--- src/rtl/clock_pkg.sv ---
// Shared constants and the state type for the time-of-day counter.
package clock_pkg;

  localparam int HOURS_PER_DAY = 24;
  localparam int MINS_PER_HOUR = 60;
  localparam int SECS_PER_MIN  = 60;

  typedef enum logic [1:0] {
    TK_UNSET,
    TK_RUN,
    TK_HOLD
  } tk_state_t;

endpackage

--- src/rtl/mod_counter.sv ---
// Modulo-MOD counter with synchronous load.
// Load wins over enable. The carry output is combinational and is high when
// the counter is enabled and about to wrap, so counters can be chained.
module mod_counter #(
  parameter int MOD = 60,
  parameter int W   = 6
) (
  input  logic         clk,
  input  logic         reset_n,
  input  logic         en,
  input  logic         ld,
  input  logic [W-1:0] ld_val,
  output logic [W-1:0] count,
  output logic         carry
);

  logic [W-1:0] r_count;

  // Count register: async clear, sync load, wrap at MOD-1.
  always_ff @(posedge clk or negedge reset_n) begin
    if (!reset_n) begin
      r_count <= '0;
    end else if (ld) begin
      r_count <= ld_val;
    end else if (en) begin
      if (r_count == W'(MOD - 1)) r_count <= '0;
      else                        r_count <= r_count + W'(1);
    end
  end

  assign count = r_count;
  assign carry = en && (r_count == W'(MOD - 1));

endmodule

--- src/rtl/time_keeper.sv ---
// Running HH:MM:SS time-of-day counter (24 h, binary fields).
// A prescaler divides clk down to a 1 Hz tick while in RUN.
// The secs -> mins -> hours chain advances on that tick.
// Load takes a new HH:MM (out-of-range fields become 0) and restarts the prescaler phase.
//
// Handshake: there is no valid/ready pair here. load is a single-cycle strobe
// sampled on the rising clk edge, and hold is a level sampled on every edge.
// All outputs change one edge after the input that caused them.
module time_keeper
  import clock_pkg::*;
#(
  parameter int CLK_HZ = 50_000_000
) (
  input  logic      clk,
  input  logic      reset_n,
  input  logic      load,
  input  logic      hold,
  input  logic [7:0] set_hours,
  input  logic [7:0] set_mins,
  output logic [7:0] hours,
  output logic [7:0] mins,
  output logic [7:0] secs,
  output logic      sec_pulse,
  output logic      day_wrap,
  output logic      time_valid,
  output tk_state_t dbg_state
);

  localparam int PW = (CLK_HZ > 1) ? $clog2(CLK_HZ) : 1;

  tk_state_t   r_state;
  logic [PW-1:0] r_presc;
  logic        r_sec_pulse;
  logic        r_day_wrap;
  logic        r_time_valid;

  logic [4:0]  w_hours;
  logic [5:0]  w_mins;
  logic [5:0]  w_secs;
  logic [4:0]  w_hours_ld;
  logic [5:0]  w_mins_ld;
  logic        w_tick;
  logic        w_secs_carry;
  logic        w_mins_carry;
  logic        w_hours_carry;

  // Out-of-range set values load as zero for that field.
  assign w_hours_ld = (set_hours < 8'(HOURS_PER_DAY)) ? set_hours[4:0] : 5'd0;
  assign w_mins_ld  = (set_mins  < 8'(MINS_PER_HOUR)) ? set_mins[5:0]  : 6'd0;

  // A tick that coincides with a load is dropped.
  assign w_tick = (r_state == TK_RUN) && (r_presc == PW'(CLK_HZ - 1)) && !load;

  // Prescaler: runs only in RUN, keeps its phase across HOLD, and is cleared by load.
  always_ff @(posedge clk or negedge reset_n) begin
    if (!reset_n) begin
      r_presc <= '0;
    end else if (load) begin
      r_presc <= '0;
    end else if (r_state == TK_RUN) begin
      if (r_presc == PW'(CLK_HZ - 1)) r_presc <= '0;
      else                            r_presc <= r_presc + PW'(1);
    end
  end

  // Mode FSM together with its registered pulse and valid outputs.
  always_ff @(posedge clk or negedge reset_n) begin
    if (!reset_n) begin
      r_state      <= TK_UNSET;
      r_sec_pulse  <= 1'b0;
      r_day_wrap   <= 1'b0;
      r_time_valid <= 1'b0;
    end else begin
      r_sec_pulse <= w_tick;
      r_day_wrap  <= w_hours_carry;
      case (r_state)
        TK_UNSET: begin
          if (load) begin
            r_state      <= hold ? TK_HOLD : TK_RUN;
            r_time_valid <= 1'b1;
          end
        end
        TK_RUN:  if (hold)  r_state <= TK_HOLD;
        TK_HOLD: if (!hold) r_state <= TK_RUN;
        default: r_state <= TK_UNSET;
      endcase
    end
  end

  mod_counter #(.MOD(SECS_PER_MIN), .W(6)) u_secs (
    .clk    (clk),
    .reset_n(reset_n),
    .en     (w_tick),
    .ld     (load),
    .ld_val (6'd0),
    .count  (w_secs),
    .carry  (w_secs_carry)
  );

  mod_counter #(.MOD(MINS_PER_HOUR), .W(6)) u_mins (
    .clk    (clk),
    .reset_n(reset_n),
    .en     (w_secs_carry),
    .ld     (load),
    .ld_val (w_mins_ld),
    .count  (w_mins),
    .carry  (w_mins_carry)
  );

  mod_counter #(.MOD(HOURS_PER_DAY), .W(5)) u_hours (
    .clk    (clk),
    .reset_n(reset_n),
    .en     (w_mins_carry),
    .ld     (load),
    .ld_val (w_hours_ld),
    .count  (w_hours),
    .carry  (w_hours_carry)
  );

  assign hours      = {3'b000, w_hours};
  assign mins       = {2'b00, w_mins};
  assign secs       = {2'b00, w_secs};
  assign sec_pulse  = r_sec_pulse;
  assign day_wrap   = r_day_wrap;
  assign time_valid = r_time_valid;
  assign dbg_state  = r_state;

endmodule
--- config.mk ---
export PLATFORM = sky130hd
export DESIGN_NAME = time_keeper
export DESIGN_NICKNAME = d
export VERILOG_FILES = /design/src/rtl/clock_pkg.sv /design/src/rtl/mod_counter.sv /design/src/rtl/time_keeper.sv
export SDC_FILE = /design/constraint.sdc
export NUM_CORES = 1
export LEC_CHECK = 0
export CORE_UTILIZATION = 30
export DETAILED_ROUTE_END_ITERATION = 12
export GPL_ROUTABILITY_DRIVEN = 0
export PLACE_DENSITY = 0.48
export SYNTH_ARGS = -nofsm -noshare
export SYNTH_HDL_FRONTEND = slang
export SYNTH_HIERARCHICAL = 1
export SYNTH_SLANG_ARGS = --single-unit
--- constraint.sdc ---
create_clock -name clk -period 2.99 [get_ports clk]
set_input_delay 0.897 -clock clk [delete_from_list [all_inputs] [get_ports clk]]
set_output_delay 0.897 -clock clk [all_outputs]
set_load 0.1 [all_outputs]
# [Word-level counts from Yosys, hierarchy flattened]
# Cells that the tools add are included.
# W data, S select, Z words.
[word_totals] regBits=48 in_bits=20 out_inout_bits=29 elab_cells=55
[classes] addsub=4 n_lt_le_gt_ge=2 n_eq_ne=9 n_mux=19 n_reduce_logical=13
[op_table] cell="$mux W26" n=3
[op_table] cell="$mux W6" n=7
[op_table] cell="$add A26 B1 Y26 const B" n=1
[op_table] cell="$eq A26 B26 Y1 const B" n=1
[op_table] cell="$mux W5" n=4
[op_table] cell="$add A6 B1 Y6 const B" n=2
[op_table] cell="$eq A6 B6 Y1 const B" n=2
[op_table] cell="$lt A8 B5 Y1 const B" n=1
[op_table] cell="$lt A8 B6 Y1 const B" n=1
[op_table] cell="$mux W2" n=4
[op_table] cell="$reduce_bool A2 Y1" n=4
[op_table] cell="$ne A2 B2 Y1 const B" n=3
[op_table] cell="$pmux W2 S3" n=1
[op_table] cell="$add A5 B1 Y5 const B" n=1
[op_table] cell="$eq A5 B5 Y1 const B" n=1
[op_table] cell="$logic_and A1 B1 Y1" n=5
[op_table] cell="$reduce_and A3 Y1" n=1
[op_table] cell="$eq A2 B1 Y1 const B" n=1
[op_table] cell="$eq A2 B2 Y1 const B" n=1
[op_table] cell="$logic_not A2 Y1" n=1
[op_table] cell="$reduce_and A2 Y1" n=1
[op_table] cell="$logic_not A1 Y1" n=1

# [Longest topological paths before layout]
[logic_depth] depth_word=7 depth_mapped=15 ltp_nobuf=11

# [By module]
# Netlist, hierarchy kept.
[by_module_without_submodules] module="time_keeper" n_inst=1 cells_per_inst=220 area_per_inst_um2=1899.3 seq_area_each_um2=775.7
[by_module_without_submodules] module="mod_counter at u_mins ..." n_inst=2 cells_per_inst=43 area_per_inst_um2=390.4 seq_area_each_um2=150.1
[by_module_without_submodules] module="mod_counter at u_hours" n_inst=1 cells_per_inst=30 area_per_inst_um2=285.3 seq_area_each_um2=125.1

# [Worst setup path before layout]
# Ideal clock, no wire load.
[synth_path] path_type="reg-to-reg" start="register r_state[0] (netlist: dbg_state[0])" end="register u_hours.r_count[4] (netlist: u_hours/count[4])" setup_ns=0.083 arrival_ns=3.307 t_required_ns=2.907 setup_slack_ns=-0.400 stages_incl_launch_ff=14 path_buffers=4 synth_period_minus_slack_ns=3.390 path_cell_list="dfrtp_1 nand2b_1 clkbuf_1 clkbuf_1 nor3_1 buf_6 and3b_1 nor2b_1 buf_6 and3b_1 nor2b_1 nand3_1 mux2i_1 o21ai_0"
[synth_between] elab_chain_len=6
[synth_rtl] element="start: declaration" line_no="time_keeper.sv:31" text="tk_state_t r_state;"
[synth_rtl] element="start signal: assignment" line_no="time_keeper.sv:79" text="r_state <= hold ? TK_HOLD : TK_RUN;"
[synth_rtl] element="$eq A2 B1 Y1" line_no="time_keeper.sv:52" text="assign w_tick = (r_state == TK_RUN) && (r_presc == PW'(CLK_HZ - 1)) && !load;"
[synth_rtl] element="$logic_and A1 B1 Y1 (2 in series)" line_no="time_keeper.sv:52"
[synth_rtl] element="net w_tick" line_no="time_keeper.sv:42" text="logic w_tick;"
[synth_rtl] element="$logic_and A1 B1 Y1" line_no="mod_counter.sv:32" text="assign carry = en && (r_count == W'(MOD - 1));"
[synth_rtl] element="net w_secs_carry" line_no="time_keeper.sv:43" text="logic w_secs_carry;"
[synth_rtl] element="$logic_and A1 B1 Y1" line_no="mod_counter.sv:32"
[synth_rtl] element="net w_mins_carry" line_no="time_keeper.sv:44" text="logic w_mins_carry;"
[synth_rtl] element="$reduce_bool A2 Y1 (no line)"
[synth_rtl] element="end signal: assignment" line_no="mod_counter.sv:24" text="r_count <= ld_val;"
[synth_rtl] element="end signal: assignment" line_no="mod_counter.sv:27" text="else r_count <= r_count + W'(1);"
[synth_rtl] element="end: declaration" line_no="mod_counter.sv:17" text="logic [W-1:0] r_count;"
# The timed path passes the listed nets, and every way through them passes these cells.
# A chain may end at the register's enable or synchronous reset.

# [Worst setup path in the final report]
[layout_path] start="register r_presc[11]" end="register u_hours.r_count[4] (netlist: u_hours/count[4])"
[layout_between] elab_chain_len=6
[layout_rtl] element="start: declaration" line_no="time_keeper.sv:32" text="logic [PW-1:0] r_presc;"
[layout_rtl] element="start signal: assignment" line_no="time_keeper.sv:62" text="else r_presc <= r_presc + PW'(1);"
[layout_rtl] element="$eq A26 B26 Y1" line_no="time_keeper.sv:52"
[layout_rtl] element="$logic_and A1 B1 Y1 (2 in series)" line_no="time_keeper.sv:52"
[layout_rtl] element="net w_tick" line_no="time_keeper.sv:42"
[layout_rtl] element="$logic_and A1 B1 Y1" line_no="mod_counter.sv:32"
[layout_rtl] element="net w_secs_carry" line_no="time_keeper.sv:43"
[layout_rtl] element="$logic_and A1 B1 Y1" line_no="mod_counter.sv:32"
[layout_rtl] element="net w_mins_carry" line_no="time_keeper.sv:44"
[layout_rtl] element="$reduce_bool A2 Y1 (no line)"
# The timed path passes the listed nets, and every way through them passes these cells.

==> out/summary.json <==
{
  "tritoncts.num_buffers": {"value": 5},
  "finClkSkew": {"value": 0.00761, "unit": "ns"},
  "initial_utilization": {"value": 0.315},
  "grt_first_pass_wirelength": {"value": 12800, "unit": "um"},
  "post_synth_edffs": {"value": 0},
  "timing.critical_path.from_type": {"value": "register"},
  "worst-endpoint-required": {"value": 3.16, "unit": "ns"},
  "cts_hold_buffers": {"value": 0},
  "buf_inv_stages_crit_path": {"value": 0},
  "grt_start_max_net_pins": {"value": 69},
  "hold_depth": {"value": 1},
  "postSynth.asyncResetShare": {"value": 1.00},
  "top_post_synthesis_cells_by_count": {"value": "sky130_fd_sc_hd__dfrtp_1, sky130_fd_sc_hd__nand2_1, sky130_fd_sc_hd__a21oi_1, sky130_fd_sc_hd__nor2_1, sky130_fd_sc_hd__o21ai_0"},
  "crit_type": {"value": "reg -> reg"},
  "period_share": {"value": 0.915},
  "final_net_count": {"value": 411},
  "synth.distinct_cells": {"value": 56},
  "worst_path_fanout_max": {"value": 6},
  "fillerInstances": {"value": 986},
  "die_x": {"value": 101, "unit": "um"},
  "drv_cap": {"value": 0},
  "route.detailed.wl_per_inst": {"value": 14.4, "unit": "um"},
  "detailedRoute.firstPassIterationCount": {"value": 4},
  "stdcell_area": {"value": 3640, "unit": "um^2"},
  "report.final.setup_viol": {"value": 0},
  "power.density": {"value": 417, "unit": "nW/um^2"},
  "synth_top_area_frac": {"value": 0.405},
  "ys_seq_area_frac": {"value": 0.405},
  "die-height": {"value": 101, "unit": "um"},
  "flow.area_growth_from_synthesis": {"value": 22.7, "unit": "%"},
  "critical_path.slowest_cell": {"value": "sky130_fd_sc_hd__or4b_1"},
  "unrepaired_setup_endpoints_after_global_routing": {"value": "no"},
  "cp_slowest_stage_delay": {"value": 0.52, "unit": "ns"},
  "cts.htree.levels": {"value": 2},
  "timing.critical_path.arrival": {"value": 2.91, "unit": "ns"},
  "antenna_violating_nets_post_route": {"value": 0},
  "dieArea": {"value": 10300, "unit": "um^2"},
  "insertedDiodeCount": {"value": 0},
  "final_total_power": {"value": 1520, "unit": "uW"},
  "vias": {"value": 2677},
  "peakVddDrop": {"value": 0.190, "unit": "mV"},
  "end_kind": {"value": "register"},
  "path_clk_slew": {"value": 0.09, "unit": "ns"},
  "synth_cells": {"value": 336},
  "ctsRootBufferMaster": {"value": "sky130_fd_sc_hd__clkbuf_8"},
  "worstMarginPinSlew": {"value": 0.655, "unit": "ns"},
  "ioPinCount": {"value": 49},
  "synthesis.area_per_instance": {"value": 8.83, "unit": "um^2"},
  "synth.area.top_cells": {"value": "sky130_fd_sc_hd__dfrtp_1, sky130_fd_sc_hd__nand2_1, sky130_fd_sc_hd__a21oi_1"},
  "floorplan.core_area": {"value": 9420, "unit": "um^2"},
  "critical_path_cell_count": {"value": 11},
  "final.min_clock_period": {"value": 2.74, "unit": "ns"},
  "crit_chain": {"value": "or4b_1 -> nor3_1 -> nand4_1 -> nor3_4 -> and3b_1 -> nor2b_4 -> and3b_1 -> nor2b_4 -> nand3_2 -> mux2i_1 -> o21ai_1"},
  "synthMostInstantiatedCell": {"value": "sky130_fd_sc_hd__dfrtp_1"},
  "worst_hold_path_type": {"value": "reg -> reg"},
  "drt_iter0_markers": {"value": 139},
  "post_route_cells_drive_above_1_share": {"value": 0.155},
  "drt_wl_total": {"value": 7430, "unit": "um"},
  "clock_sinks": {"value": 48},
  "finalMaxSlewViolations": {"value": 0},
  "drt_drc_violations_left": {"value": 0},
  "result_of_the_run": {"value": "finished, final reports clean"},
  "fmaxAchievable": {"value": 365, "unit": "MHz"},
  "row_count": {"value": 35},
  "synth-main-ff-cell": {"value": "sky130_fd_sc_hd__dfrtp_1"},
  "clock_network_latency_to_the_later_pin_of_the_worst_skew_pair": {"value": 0.30, "unit": "ns"},
  "via_count_of_the_first_global_routing_pass": {"value": 2626},
  "viasPerCell": {"value": 5.18},
  "slew-limit-headroom": {"value": 0.564},
  "place.detailed.hpwl": {"value": 5190, "unit": "um"},
  "path_delay_family": {"value": "simple AND/OR/NAND/NOR gates"},
  "antenna_found_initial": {"value": 0},
  "synthesis_stage_register_bit_count": {"value": 48},
  "hold_violations": {"value": 0},
  "globalRoute.totalOverflow": {"value": 0},
  "mappedNetlistArea": {"value": 2970, "unit": "um^2"},
  "r2r.worst_path.cells": {"value": 11},
  "tritoncts_clock_tree": {"value": "yes"},
  "netlist.top_cell.by_area": {"value": "sky130_fd_sc_hd__dfrtp_1"},
  "timing.hold.ws": {"value": 0.471, "unit": "ns"},
  "postPlaceCellArea": {"value": 3520, "unit": "um^2"},
  "buffer_ports.inserted": {"value": 41},
  "total_track_usage": {"value": 0.157},
  "dp_slack": {"value": 0.250, "unit": "ns"},
  "ys_warn_count": {"value": 6},
  "cts.path.max_buffers": {"value": 2},
  "leakagePower": {"value": 0.00144, "unit": "uW"},
  "final_critical_path_setup_slack": {"value": 0.253, "unit": "ns"}
}
## worst reg2reg max path, cell delays in order, from the launching register on
cell and delay [ns]:
sky130_fd_sc_hd__dfrtp_1 0.42, sky130_fd_sc_hd__or4b_1 0.52, sky130_fd_sc_hd__nor3_1 0.20, sky130_fd_sc_hd__nand4_1 0.19
sky130_fd_sc_hd__nor3_4 0.17, sky130_fd_sc_hd__and3b_1 0.19, sky130_fd_sc_hd__nor2b_4 0.14, sky130_fd_sc_hd__and3b_1 0.18
sky130_fd_sc_hd__nor2b_4 0.24, sky130_fd_sc_hd__nand3_2 0.11, sky130_fd_sc_hd__mux2i_1 0.17, sky130_fd_sc_hd__o21ai_1 0.07
## metal layers
metal	GRT usage	vias to the layer above	share of wire
met3	0.0317	8	0.044
met5	0	-	0
met1	0.214	1286	0.50
met4	0.0479	0	0.012
li1	-	1315	-
met2	0.250	68	0.45
## cell type report
| cell class | instances | area [um^2] | share of cell area |
|---|---|---|---|
| repair buffers | 54 | 455 | 0.125 |
| clock inverters | 2 | 35.0 | 0.00963 |
| inverters | 13 | 48.8 | 0.0134 |
| clock buffers | 6 | 72.6 | 0.0199 |
| multi-input cells | 265 | 1660 | 0.457 |
| well taps | 129 | 161 | 0.0443 |
| flip-flops and latches | 48 | 1200 | 0.331 |
## metrics by stage
| step | utilization | cells | TNS [ns] |
|---|---|---|---|
| floorplan | - | 348 | -0.000941 |
| global placement | 0.374 | 508 | 0 |
| detailed placement | 0.374 | 508 | 0 |
| CTS | 0.385 | 516 | 0 |
| global route | 0.387 | 517 | 0 |
| finish | 0.387 | 517 | 0 |
## kinds of logic (layout without fill, tap and decap cells)
family / Yosys count / in the layout / share of synthesized area
AND/OR/NAND/NOR: 158 / 158 / 0.310
AO/OA/AOI/OAI: 77 / 77 / 0.163
flip-flops: 48 / 48 / 0.405
buffers and inverters: 35 / 75 / 0.0624
XOR/XNOR: 7 / 7 / 0.0207
multiplexers: 6 / 6 / 0.0203
adder cells (fa/ha/maj): 4 / 4 / 0.0169
other: 1 / 13 / 0.00126
## where the power goes
part,leakage [uW],internal (uW),switching [uW]
registers,0.000637,669,32.6
clock network,0.0000552,249,230
logic,0.000745,80.6,258
total,0.00144,998,521
## layout by cell type (no fill, tap or decap), drive strengths merged, types with 3 or more instances in the layout
cell type,n
ha,4
and3,3
a211oi,3
and4,5
nand4,18
inv,13
nor2,21
or3,8
nand3,18
and2,12
clkbuf,6
a31oi,6
or4,3
or4b,3
dfrtp,48
xor2,6
conb,13
nand2b,5
nand2,35
buf,37
o32ai,5
nor3,6
o21ai,22
a21oi,22
mux2i,6
clkdlybuf4s50,17
nor2b,6
## final timing paths
path                                           endpoint  slack [ns]               startpoint
min reg2reg                      time_valid$_DFFE_PN0P_        0.47   time_valid$_DFFE_PN0P_
min                              time_valid$_DFFE_PN0P_        0.47   time_valid$_DFFE_PN0P_
max                        u_hours/count[4]$_DFFE_PN0P_        0.25  r_presc[11]$_DFFE_PN0P_
min in group asynchronous      dbg_state[1]$_DFFE_PN0P_        0.61                  reset_n
max in group asynchronous   u_secs/count[1]$_DFFE_PN0P_        1.82                  reset_n
max reg2reg                u_hours/count[4]$_DFFE_PN0P_        0.25  r_presc[11]$_DFFE_PN0P_
## registers in the layout, indices dropped and copies added, names as in the netlist
| name | count |
|---|---|
| day_wrap | 1 |
| dbg_state | 2 |
| r_presc | 26 |
| sec_pulse | 1 |
| time_valid | 1 |
| u_hours/count | 5 |
| u_mins/count | 6 |
| u_secs/count | 6 |
## what timing repair did
| item | in CTS | in global routing |
|---|---|---|
| setup endpoints to repair | 0 | 2 |
| resized for setup | 0 | 1 |
| setup buffers | 0 | 1 |
Note: power is estimated with default switching activity, not from simulation.
